### src/rtl/cpu_mem_sequencer.sv
// Multi-cycle fetch / load-store sequencer sharing one valid/ready memory port,
// with a response watchdog, terminal HALT/ERR states and a retired-instruction counter.
module cpu_mem_sequencer #(
   parameter int unsigned TIMEOUT_CYCLES = 255,
   parameter logic [2:0]  FETCH_OP       = 3'b010,
   parameter logic [31:0] RESET_INST     = 32'h0000_0013
) (
   input  logic        clk,
   input  logic        rst,
   input  logic [31:0] ifu_pc,
   output logic [31:0] inst,
   input  logic        lsu_req,
   input  logic        lsu_wen,
   input  logic [2:0]  lsu_op,
   input  logic [31:0] lsu_addr,
   input  logic [31:0] lsu_wdata,
   output logic [31:0] lsu_rdata,
   input  logic        halt_req,
   output logic        commit,
   output logic        mem_req_valid,
   input  logic        mem_req_ready,
   output logic [31:0] mem_req_addr,
   output logic        mem_req_wen,
   output logic [2:0]  mem_req_op,
   output logic [31:0] mem_req_wdata,
   input  logic        mem_resp_valid,
   input  logic [31:0] mem_resp_data,
   output logic        halted,
   output logic        bus_err,
   output logic [31:0] instret
);

   localparam int unsigned WD_W = $clog2(TIMEOUT_CYCLES + 1);

   typedef enum logic [3:0] {
      IDLE, IF_REQ, IF_WAIT, EX, LS_REQ, LS_WAIT, WB, HALT, ERR
   } state_t;

   state_t          state_q, state_d;
   logic [WD_W-1:0] wd_q, wd_d;
   logic [31:0]     inst_q, inst_d;
   logic [31:0]     rdata_q, rdata_d;
   logic [31:0]     instret_q, instret_d;
   logic [31:0]     ls_addr_q, ls_addr_d;
   logic [31:0]     ls_wdata_q, ls_wdata_d;
   logic            ls_wen_q, ls_wen_d;
   logic [2:0]      ls_op_q, ls_op_d;
   logic            retire;
   logic            wd_active;

   // Retire decision depends on decode of the latched instruction, so it is taken in EX/WB itself
   assign retire    = ((state_q == EX) && !lsu_req) || (state_q == WB);
   assign wd_active = (state_q == IF_REQ) || (state_q == IF_WAIT) ||
                      (state_q == LS_REQ) || (state_q == LS_WAIT);

   always_comb begin
      state_d    = state_q;
      wd_d       = wd_q;
      inst_d     = inst_q;
      rdata_d    = rdata_q;
      instret_d  = instret_q;
      ls_addr_d  = ls_addr_q;
      ls_wdata_d = ls_wdata_q;
      ls_wen_d   = ls_wen_q;
      ls_op_d    = ls_op_q;

      case (state_q)
         IDLE:    state_d = IF_REQ;
         IF_REQ:  if (mem_req_ready) state_d = IF_WAIT;
         IF_WAIT: begin
            if (mem_resp_valid) begin
               inst_d  = mem_resp_data;
               state_d = EX;
            end
         end
         EX: begin
            if (lsu_req) begin
               // Operands are captured so the request cannot drift while ready is low
               ls_addr_d  = lsu_addr;
               ls_wdata_d = lsu_wdata;
               ls_wen_d   = lsu_wen;
               ls_op_d    = lsu_op;
               state_d    = LS_REQ;
            end else if (halt_req) begin
               state_d = HALT;
            end else begin
               state_d = IF_REQ;
            end
         end
         LS_REQ:  if (mem_req_ready) state_d = LS_WAIT;
         LS_WAIT: begin
            if (mem_resp_valid) begin
               rdata_d = mem_resp_data;
               state_d = WB;
            end
         end
         WB:      state_d = IF_REQ;
         HALT:    state_d = HALT;
         ERR:     state_d = ERR;
         default: state_d = IDLE;
      endcase

      // Watchdog: progress (a state change) always wins over expiry
      if (state_d != state_q) begin
         wd_d = '0;
      end else if (wd_active) begin
         if (wd_q == WD_W'(TIMEOUT_CYCLES - 1)) begin
            state_d = ERR;
            wd_d    = '0;
         end else begin
            wd_d = wd_q + WD_W'(1);
         end
      end

      if (retire) instret_d = instret_q + 32'd1;
   end

   always_ff @(posedge clk) begin
      if (rst) begin
         state_q    <= IDLE;
         wd_q       <= '0;
         inst_q     <= RESET_INST;
         rdata_q    <= '0;
         instret_q  <= '0;
         ls_addr_q  <= '0;
         ls_wdata_q <= '0;
         ls_wen_q   <= 1'b0;
         ls_op_q    <= '0;
      end else begin
         state_q    <= state_d;
         wd_q       <= wd_d;
         inst_q     <= inst_d;
         rdata_q    <= rdata_d;
         instret_q  <= instret_d;
         ls_addr_q  <= ls_addr_d;
         ls_wdata_q <= ls_wdata_d;
         ls_wen_q   <= ls_wen_d;
         ls_op_q    <= ls_op_d;
      end
   end

   // Port side: fetch address follows ifu_pc, which only moves after a commit
   assign mem_req_valid = (state_q == IF_REQ) || (state_q == LS_REQ);
   assign mem_req_addr  = (state_q == LS_REQ) ? ls_addr_q : ifu_pc;
   assign mem_req_wen   = (state_q == LS_REQ) && ls_wen_q;
   assign mem_req_op    = (state_q == LS_REQ) ? ls_op_q : FETCH_OP;
   assign mem_req_wdata = (state_q == LS_REQ) ? ls_wdata_q : 32'd0;

   assign inst      = inst_q;
   assign lsu_rdata = rdata_q;
   assign commit    = retire;
   assign halted    = (state_q == HALT);
   assign bus_err   = (state_q == ERR);
   assign instret   = instret_q;

endmodule

### config.mk
export PLATFORM = sky130hd
export DESIGN_NAME = cpu_mem_sequencer
export DESIGN_NICKNAME = d
export VERILOG_FILES = /design/src/rtl/cpu_mem_sequencer.sv
export SDC_FILE = /design/constraint.sdc
export NUM_CORES = 1
export LEC_CHECK = 0
export ABC_AREA = 0
export BUFFER_PORTS_ARGS = -buffer_cell sky130_fd_sc_hd__buf_4
export CAP_MARGIN = 10
export CORE_MARGIN = 3
export CORE_UTILIZATION = 40
export DETAILED_ROUTE_END_ITERATION = 10
export GPL_TIMING_DRIVEN = 0
export PLACE_DENSITY = 0.77
export SLEW_MARGIN = 20
export SYNTH_ARGS = -nofsm -noshare
export SYNTH_HDL_FRONTEND = slang
export SYNTH_SLANG_ARGS = --single-unit
export TNS_END_PERCENT = 50
### constraint.sdc
create_clock -name clk -period 1.55 [get_ports clk]
set_input_delay 0.0775 -clock clk [delete_from_list [all_inputs] [get_ports clk]]
set_output_delay 0.0775 -clock clk [all_outputs]
set_load 0.02 [all_outputs]
==> flow_summary.html, run 1 <==
<table>
<tr><th>Metric</th><th>Value</th></tr>
<tr><th colspan="2">Placement</th></tr>
<tr><td>Detailed Place HPWL</td><td>18.1 mm</td></tr>
<tr><td>Count of input and output buffers</td><td>305</td></tr>
<tr><td>RePlAce Congestion</td><td>slightly below 0.9</td></tr>
<tr><td>Post-Place Cells</td><td>1454</td></tr>
<tr><th colspan="2">Drt</th></tr>
<tr><td>DRC violation count after routing</td><td>0</td></tr>
<tr><td>Via count</td><td>8635</td></tr>
<tr><td>Detailed-route vias per instance</td><td>roughly 5.3</td></tr>
<tr><td>Detail Route Antenna Nets</td><td>0</td></tr>
<tr><td>DR pass1 iterations</td><td>5</td></tr>
<tr><td>Drt first-iter violations</td><td>554</td></tr>
<tr><td>Total Routed Length</td><td>31.8 mm</td></tr>
<tr><td>Wire length per cell after detailed routing</td><td>19.6 um</td></tr>
<tr><th colspan="2">Global routing</th></tr>
<tr><td>Antenna violations before repair</td><td>0</td></tr>
<tr><td>Number of global-route vias before repair</td><td>8054</td></tr>
<tr><td>Total routing usage reported by global routing</td><td>26.3%</td></tr>
<tr><td>Maximum number of pins on one net before global-route repair</td><td>19</td></tr>
<tr><td>Met1 track demand over resource</td><td>29.9%</td></tr>
<tr><td>GR met2 Demand/Resource</td><td>between 40% and 50%</td></tr>
<tr><td>Met3 usage</td><td>7.63%</td></tr>
<tr><td>Gr busiest metal</td><td>met2</td></tr>
<tr><td>Overflow left after global routing</td><td>0</td></tr>
<tr><td>Wire length of the first global-routing pass</td><td>42.5 mm</td></tr>
<tr><th colspan="2">Setup path</th></tr>
<tr><td>Worst path arrival time</td><td>2.00 ns</td></tr>
<tr><td>Cells on worst reg2reg path</td><td>6</td></tr>
<tr><td>Worst path required time</td><td>1.47 ns</td></tr>
<tr><td>Critical path endpoint category</td><td>output pin</td></tr>
<tr><td>CP startpoint kind</td><td>register</td></tr>
<tr><td>Maximum cell stage delay along the critical path</td><td>0.36 ns</td></tr>
<tr><td>Worst setup slack for register-to-register paths</td><td>-0.39 ns</td></tr>
<tr><td>Worst path buffer plus inverter count</td><td>5</td></tr>
<tr><td>Critical path type</td><td>reg -&gt; out</td></tr>
<tr><td>Critical register-to-register path endpoint</td><td>instret[8]</td></tr>
<tr><td>Series of cell instances along the critical path</td><td>buf_8 &gt; nor3_4 &gt; buf_6 &gt; clkbuf_16 &gt; clkbuf_16 &gt; and2_4 &gt; buf_6</td></tr>
<tr><td>Delay-heaviest family, CP</td><td>buffers and inverters</td></tr>
<tr><td>Max FO, Critical Path</td><td>7</td></tr>
<tr><td>Cell with the largest stage delay on the worst path</td><td>dfxtp_4</td></tr>
<tr><td>RR Startpoint</td><td>state_q[0]</td></tr>
<tr><th colspan="2">Synthesis</th></tr>
<tr><td>Sequential-to-total area share from yosys stat</td><td>47.5%</td></tr>
<tr><td>Synthesized area per cell</td><td>8.07 um^2</td></tr>
<tr><td>Synth area leaders</td><td>dfxtp_1 (47%), nand2_1 (14%), a21oi_1 (9.0%)</td></tr>
<tr><td>Share of the synthesized area in the top cell type</td><td>between 40% and 50%</td></tr>
<tr><td>Synthesized instance count</td><td>920</td></tr>
<tr><td>Post-synth net total</td><td>1061</td></tr>
<tr><td>Cell type contributing the most total cell area after synthesis</td><td>dfxtp_1</td></tr>
<tr><td>Flip-flop and latch count after synthesis</td><td>176</td></tr>
<tr><td>Synthesized area</td><td>7420 um^2</td></tr>
<tr><td>Unique cell type count in the Yosys netlist</td><td>43</td></tr>
<tr><td>Number of warnings printed during yosys synthesis</td><td>0</td></tr>
<tr><th colspan="2">Worst hold path</th></tr>
<tr><td>Cell count of the worst hold path</td><td>4</td></tr>
<tr><td>Endpoint with the worst hold slack</td><td>state_q[0]</td></tr>
<tr><td>Worst hold-check path type</td><td>in -&gt; reg</td></tr>
<tr><td>Hold path startpoint</td><td>mem_resp_valid</td></tr>
<tr><th colspan="2">Layout</th></tr>
<tr><td># nets final</td><td>1524</td></tr>
<tr><td>Core utilization of the finished layout</td><td>around 74%</td></tr>
<tr><td>Final instance count without filler cells</td><td>~1600</td></tr>
<tr><td>Fraction of final layout cells with drive strength greater than 1</td><td>41.3%</td></tr>
<tr><td>Layout overhead on the synthesized area</td><td>80.0%</td></tr>
<tr><td>Total inserted antenna cells</td><td>0</td></tr>
<tr><th colspan="2">Floorplan</th></tr>
<tr><td>Initial Util</td><td>41.0%</td></tr>
<tr><td>Horiz. Die Dim</td><td>approximately 140 um</td></tr>
<tr><td>Die outline area</td><td>20200 um^2</td></tr>
<tr><td>Number of standard-cell rows in the floorplan</td><td>49</td></tr>
<tr><td># IOs</td><td>306</td></tr>
<tr><td>Core area</td><td>18100 um^2</td></tr>
<tr><td>Vertical die dimension</td><td>approximately 140 um</td></tr>
<tr><th colspan="2">Clock network</th></tr>
<tr><td>Clock buffer count from CTS</td><td>17</td></tr>
<tr><td>Buffer type at the clock tree root</td><td>clkbuf_16</td></tr>
<tr><td>Clock latency of the later-clocked register in the worst-skew pair</td><td>between 0.4 and 0.5 ns</td></tr>
<tr><td>Register clock-pin slew on the reported worst setup and hold paths</td><td>0.07 ns</td></tr>
<tr><td>Maximum root-to-sink buffer count</td><td>2</td></tr>
<tr><td>CTS H-Tree Depth</td><td>4</td></tr>
<tr><td>CTS tree</td><td>built</td></tr>
<tr><td>Total number of clock tree sinks</td><td>176</td></tr>
<tr><th colspan="2">Timing</th></tr>
<tr><td>Clock Skew</td><td>0.0177 ns</td></tr>
<tr><td>Final worst slack</td><td>-0.528 ns</td></tr>
<tr><td>Transition time at the pin with the least slew margin</td><td>0.760 ns</td></tr>
<tr><td>Clock period minus final worst setup slack</td><td>2.08 ns</td></tr>
<tr><td>Number of pins with negative max-slew slack in the final report</td><td>0</td></tr>
<tr><td>Final number of hold-violating endpoints</td><td>0</td></tr>
<tr><td>Max-slew headroom at the worst pin</td><td>between 40% and 50%</td></tr>
<tr><td>Final setup violation count</td><td>between 200 and 250</td></tr>
<tr><td>Max Clk Rate</td><td>between 0.4 and 0.5 GHz</td></tr>
<tr><td>Post-route fraction of the period consumed by the critical path</td><td>134%</td></tr>
<tr><td>Setup repair after global routing missed its margin</td><td>yes</td></tr>
<tr><th colspan="2">Pwr</th></tr>
<tr><td>Power density relative to cell area</td><td>around 840 nW/um^2</td></tr>
<tr><td>Int Power</td><td>a little over 8000 uW</td></tr>
<tr><td>Maximum ir drop on the vdd rail</td><td>0.811 mV</td></tr>
<tr><td>Total Power Consumption</td><td>roughly 11000 uW</td></tr>
<tr><td>Combinational group share of total power</td><td>16.8%</td></tr>
<tr><td>Share of total power consumed by net switching</td><td>26.6%</td></tr>
<tr><td>Switching power of the nets</td><td>3000 uW</td></tr>
<tr><td>Flop pwr share</td><td>41.1%</td></tr>
<tr><td>Clk network pwr share</td><td>42.1%</td></tr>
<tr><td>LEAKAGE</td><td>between 0.005 and 0.006 uW</td></tr>
<tr><th colspan="2">Outcome</th></tr>
<tr><td>Violated checks</td><td>setup timing</td></tr>
<tr><td>Outcome</td><td>finished with violations</td></tr>
<tr><th colspan="2">Flow run</th></tr>
<tr><td>Count of maximum capacitance violations</td><td>0</td></tr>
</table>
==> repair_timing <==
item | CTS | global route
gates resized for setup | 151 | 203
cloned | 3 | 7
setup buffers | 15 | 20
pin swaps | 22 | 30
endpoints found under the setup margin | 244 | 242
hold buffers | 101 | 0
endpoints found under the hold margin | 133 | 0
==> how the worst max path moves through the flow <==
| stage | from | end | slack (ns) | cells past startpoint |
|---|---|---|---|---|
| 4_1_cts | state_q[2] | mem_req_addr[15] | -0.51 | 7 |
| 3_5_place_dp | state_q[2] | mem_req_wdata[26] | -0.78 | 7 |
| 6_report | state_q[1] | mem_req_wdata[25] | -0.53 | 7 |
| 5_1_grt | state_q[1] | mem_req_wdata[25] | -0.60 | 7 |
| 2_1_floorplan | state_q[0] | instret[19] | -0.14 | 6 |
| 3_3_place_gp | state_q[2] | mem_req_wdata[22] | -0.72 | 7 |
==> power groups by stage <==
| stage | Clock, uW | Combinational (uW) | Sequential [uW] |
|---|---|---|---|
| floorplan | 0 | 576 | 4760 |
| global placement | 0 | 1190 | 4730 |
| detailed placement | 0 | 1200 | 4730 |
| CTS | 4790 | 1610 | 4630 |
| global route | 5000 | 1990 | 4640 |
| finish | 4750 | 1900 | 4640 |
==> cell families after synthesis <==
logic type	count (synthesis)	synth area share, %
adder cells (fa/ha/maj)	3	0.506
buffers and inverters	71	4.08
XOR/XNOR	38	4.48
flip-flops	176	47.5
AO/OA/AOI/OAI	152	11.4
multiplexers	35	5.29
AND/OR/NAND/NOR	445	26.7
==> stage by stage <==
stage	worst slack (ns)	hold slack (ns)	TNS [ns]	area, um^2
2_1_floorplan	-0.141	0.200	-3.80	7540
3_3_place_gp	-0.720	0.300	-98.19	10100
3_5_place_dp	-0.782	0.305	-103.14	10100
4_1_cts	-0.511	0.0120	-42.91	12500
5_1_grt	-0.595	0.0547	-68.01	13400
6_report	-0.528	0.0436	-49.73	13400
==> metal layers <==
layer,vias up,share of wire (%)
met2,479,49
met4,0,5.6
met3,138,8.8
met1,4048,36
li1,3970,-
met5,-,0
==> synthesized netlist by cell type (all sizes together) <==
library cell,count
o22a,1
nand2b,8
or4b,1
nand4,19
xor2,33
nor4b,2
nor4,2
dfxtp,176
nor2,45
mux2i,1
a211o,1
or3,2
nand2,275
mux2,34
o211ai,1
o21ai,3
ha,3
clkbuf,46
or3b,3
a211oi,2
o311ai,1
o32ai,1
and4,6
and2,37
xnor2,5
o21a,3
nor2b,2
o31ai,1
nor3,10
buf,20
inv,5
o41ai,1
nand3,21
a21oi,134
or2,1
and3,11
a21boi,1
a2111oi,2
==> sequential cells by signal, indices dropped and copies added (netlist names) <==
name and flops:
ls_wen_q 1, ls_wdata_q 32, inst 32, ls_addr_q 32
state_q 4, wd_q 8, ls_op_q 3, lsu_rdata 32
instret 32
==> cells in the final DEF (no fill, tap or decap), drive strengths merged, types with 2 or more instances in the layout <==
cell	Yosys	final
a2111oi	2	2
a211oi	2	2
a21oi	134	134
and2	37	37
and3	11	11
and4	6	6
buf	20	373
bufinv	0	3
clkbuf	46	53
clkinv	0	4
dfxtp	176	176
dlygate4sd3	0	101
ha	3	3
inv	5	11
mux2	34	34
nand2	275	275
nand2b	8	8
nand3	21	21
nand4	19	19
nor2	45	45
nor2b	2	2
nor3	10	10
nor4	2	2
nor4b	2	2
o21a	3	3
o21ai	3	3
or3	2	2
or3b	3	3
xnor2	5	5
xor2	33	33
==> worst register-to-register path, cell delays in order, from the launching register on <==
cell and delay, ns:
dfxtp_2 0.35, or3b_4 0.44, a2111oi_4 0.51, buf_4 0.20
and3_4 0.18, xnor2_2 0.10, nor2_1 0.05
==> layout make-up <==
cell class	instances	area (um^2)
buffer	61	588
clock buffer	18	439
clock inverter	14	218
fill	1134	4730
inverter	5	18.8
multi-input combinational	673	4160
sequential	176	3550
tap	229	287
timing repair buffer	449	4090
Power figures use the tool's default switching activity.
==> run 2: changes to the inputs <==
- CTS_CLUSTER_DIAMETER: unset -> 60
- PLACE_DENSITY: 0.77 -> 0.79
==> flow_summary.html, run 2 (synthesized netlist as in run 1, its figures left out) <==
<table>
<tr><th>Metric</th><th>Value</th></tr>
<tr><th colspan="2">Setup path</th></tr>
<tr><td>Worst path required time</td><td>1.47 ns</td></tr>
<tr><td>Worst setup slack for register-to-register paths</td><td>-0.39 ns</td></tr>
<tr><td>Maximum cell stage delay along the critical path</td><td>0.36 ns</td></tr>
<tr><td>Critical path endpoint category</td><td>output pin</td></tr>
<tr><td>Worst path arrival time</td><td>1.95 ns</td></tr>
<tr><td>Max FO, Critical Path</td><td>8</td></tr>
<tr><td>Critical path type</td><td>reg -&gt; out</td></tr>
<tr><td>Series of cell instances along the critical path</td><td>buf_8 &gt; nor3_4 &gt; buf_12 &gt; clkbuf_16 &gt; mux2_4 &gt; buf_6</td></tr>
<tr><td>Cell with the largest stage delay on the worst path</td><td>dfxtp_4</td></tr>
<tr><td>CP startpoint kind</td><td>register</td></tr>
<tr><th colspan="2">Global routing</th></tr>
<tr><td>Maximum number of pins on one net before global-route repair</td><td>18</td></tr>
<tr><td>Wire length of the first global-routing pass</td><td>44.6 mm</td></tr>
<tr><td>Antenna violations before repair</td><td>1</td></tr>
<tr><td>Overflow left after global routing</td><td>0</td></tr>
<tr><td>Total routing usage reported by global routing</td><td>27.5%</td></tr>
<tr><td>Number of global-route vias before repair</td><td>8534</td></tr>
<tr><th colspan="2">Timing</th></tr>
<tr><td>Final worst slack</td><td>-0.478 ns</td></tr>
<tr><td>Max-slew headroom at the worst pin</td><td>51.3%</td></tr>
<tr><td>Number of pins with negative max-slew slack in the final report</td><td>0</td></tr>
<tr><td>Transition time at the pin with the least slew margin</td><td>0.731 ns</td></tr>
<tr><td>Final number of hold-violating endpoints</td><td>0</td></tr>
<tr><td>Setup repair after global routing missed its margin</td><td>yes</td></tr>
<tr><td>Clock period minus final worst setup slack</td><td>about 2.0 ns</td></tr>
<tr><td>Max Clk Rate</td><td>0.493 GHz</td></tr>
<tr><td>Post-route fraction of the period consumed by the critical path</td><td>131%</td></tr>
<tr><td>Final total negative setup slack</td><td>-56.91 ns</td></tr>
<tr><td>Final setup violation count</td><td>241</td></tr>
<tr><td>Clock Skew</td><td>0.0165 ns</td></tr>
<tr><th colspan="2">Floorplan</th></tr>
<tr><td>Initial Util</td><td>about two fifths</td></tr>
<tr><td># IOs</td><td>a little over 300</td></tr>
<tr><td>Number of standard-cell rows in the floorplan</td><td>49</td></tr>
<tr><td>Horiz. Die Dim</td><td>142 um</td></tr>
<tr><td>Core area</td><td>between 15000 and 20000 um^2</td></tr>
<tr><td>Vertical die dimension</td><td>142 um</td></tr>
<tr><td>Die outline area</td><td>between 20000 and 25000 um^2</td></tr>
<tr><th colspan="2">Pwr</th></tr>
<tr><td>Combinational group share of total power</td><td>17.9%</td></tr>
<tr><td>Flop pwr share</td><td>between 40 and 50%</td></tr>
<tr><td>Switching power of the nets</td><td>2960 uW</td></tr>
<tr><td>Clk network pwr share</td><td>about two fifths</td></tr>
<tr><td>Power density relative to cell area</td><td>809 nW/um^2</td></tr>
<tr><td>Int Power</td><td>7780 uW</td></tr>
<tr><td>Share of total power consumed by net switching</td><td>27.6%</td></tr>
<tr><td>Maximum ir drop on the vdd rail</td><td>~0.79 mV</td></tr>
<tr><td>LEAKAGE</td><td>0.00548 uW</td></tr>
<tr><th colspan="2">Clock network</th></tr>
<tr><td>CTS tree</td><td>built</td></tr>
<tr><td>Register clock-pin slew on the reported worst setup and hold paths</td><td>around 0.06 ns</td></tr>
<tr><td>CTS H-Tree Depth</td><td>4</td></tr>
<tr><td>Maximum root-to-sink buffer count</td><td>2</td></tr>
<tr><td>Buffer type at the clock tree root</td><td>clkbuf_16</td></tr>
<tr><td>Clock latency of the later-clocked register in the worst-skew pair</td><td>0.44 ns</td></tr>
<tr><td>Total number of clock tree sinks</td><td>approximately 180</td></tr>
<tr><td>Clock buffer count from CTS</td><td>17</td></tr>
<tr><th colspan="2">Outcome</th></tr>
<tr><td>Outcome</td><td>finished with violations</td></tr>
<tr><td>Violated checks</td><td>setup timing</td></tr>
<tr><th colspan="2">Drt</th></tr>
<tr><td>Wire length per cell after detailed routing</td><td>20.1 um</td></tr>
<tr><td>DRC violation count after routing</td><td>0</td></tr>
<tr><td>Detail Route Antenna Nets</td><td>0</td></tr>
<tr><td>Via count</td><td>8719</td></tr>
<tr><td>Drt first-iter violations</td><td>approximately 500</td></tr>
<tr><td>DR pass1 iterations</td><td>7</td></tr>
<tr><td>Detailed-route vias per instance</td><td>5.36</td></tr>
<tr><td>Total Routed Length</td><td>32.7 mm</td></tr>
<tr><th colspan="2">Placement</th></tr>
<tr><td>Count of input and output buffers</td><td>305</td></tr>
<tr><td>RePlAce Congestion</td><td>0.907</td></tr>
<tr><td>Detailed Place HPWL</td><td>18.1 mm</td></tr>
<tr><td>Placement Cell Area</td><td>10100 um^2</td></tr>
<tr><td>Pre-CTS setup slack</td><td>-0.694 ns</td></tr>
<tr><th colspan="2">Flow run</th></tr>
<tr><td>Count of maximum capacitance violations</td><td>0</td></tr>
<tr><th colspan="2">Layout</th></tr>
<tr><td>Area of all placed cells without fillers</td><td>13300 um^2</td></tr>
<tr><td>Area used by multi-input combinational logic</td><td>around 4000 um^2</td></tr>
<tr><td>Seq. cell area</td><td>3550 um^2</td></tr>
<tr><td>Layout overhead on the synthesized area</td><td>78.8%</td></tr>
<tr><td>Fraction of final layout cells with drive strength greater than 1</td><td>between 40 and 50%</td></tr>
<tr><td>Most common library cell in the layout ignoring fill and taps</td><td>nand2_1</td></tr>
<tr><td>Leading cell types in the layout, fill and taps excluded</td><td>nand2_1 (270), buf_4 (259), dfxtp_1 (162)</td></tr>
<tr><td>Number of filler cells placed in the layout</td><td>about 1100</td></tr>
<tr><td># nets final</td><td>1525</td></tr>
<tr><th colspan="2">Worst hold path</th></tr>
<tr><td>Worst hold-check path type</td><td>in -&gt; reg</td></tr>
</table>
[run 2: path summary, 6_finish.rpt]
kind,end,from,depth (start not counted)
setup / recovery,mem_req_addr[2],state_q[1],6
hold / removal,state_q[0],mem_resp_valid,4
setup reg to reg,instret[16],state_q[0],7
hold reg to reg,lsu_rdata[3],lsu_rdata[3],2
[run 2: per-stage QoR]
stage	util (%)	cells	total power, uW	hold WS [ns]
2_1_floorplan	-	920	5340	0.200
3_3_place_gp	56.0	1454	5920	0.300
3_5_place_dp	56.0	1454	5940	0.308
4_1_cts	69.9	1602	10500	0.0197
5_1_grt	73.4	1626	11000	0.0928
6_report	73.4	1627	10700	0.0683
[run 2: critical path, delay by kind of cell (launching register included)]
kind | cells | cell delay [ns]
mux | 1 | 0.32
flops | 1 | 0.36
buf+inv | 4 | 0.63
simple gates | 1 | 0.21
[run 2: routing by layer]
| layer | global-route usage, % | wire length, um | part of all wire [%] |
|---|---|---|---|
| met2 | 49.0 | 16300 | 50 |
| met3 | 7.19 | 3050 | 9.3 |
| met5 | 0 | 13 | 0.040 |
| met4 | 12.0 | 1680 | 5.1 |
| met1 | 30.9 | 11600 | 36 |
[run 2: area by class of cell]
| type | instances | area share (%) |
|---|---|---|
| Antenna cell | 1 | 0.0189 |
| Timing Repair Buffer | 446 | 30.6 |
| Clock buffer | 19 | 3.34 |
| Inverter | 5 | 0.141 |
| Clock inverter | 13 | 0.896 |
| Multi-Input combinational cell | 673 | 31.0 |
| Sequential cell | 176 | 26.8 |
| Tap cell | 229 | 2.16 |
| Buffer | 65 | 5.05 |
[run 2: power groups by stage]
stage               Clock, uW  Sequential, uW  Combinational (uW)
floorplan                   0            4760                 576
global placement            0            4730                1190
CTS                      4200            4630                1690
global route             4390            4650                2010
detailed placement          0            4730                1210
finish                   4180            4640                1920
[run 2: what timing repair did]
item | 4_1_cts | 5_1_grt
setup buffers | 13 | 17
hold buffers | 101 | 0
endpoints found under the hold margin | 132 | 0
cloned | 3 | 7
gates resized for setup | 215 | 121
pin swaps | 18 | 28
endpoints found under the setup margin | 244 | 242
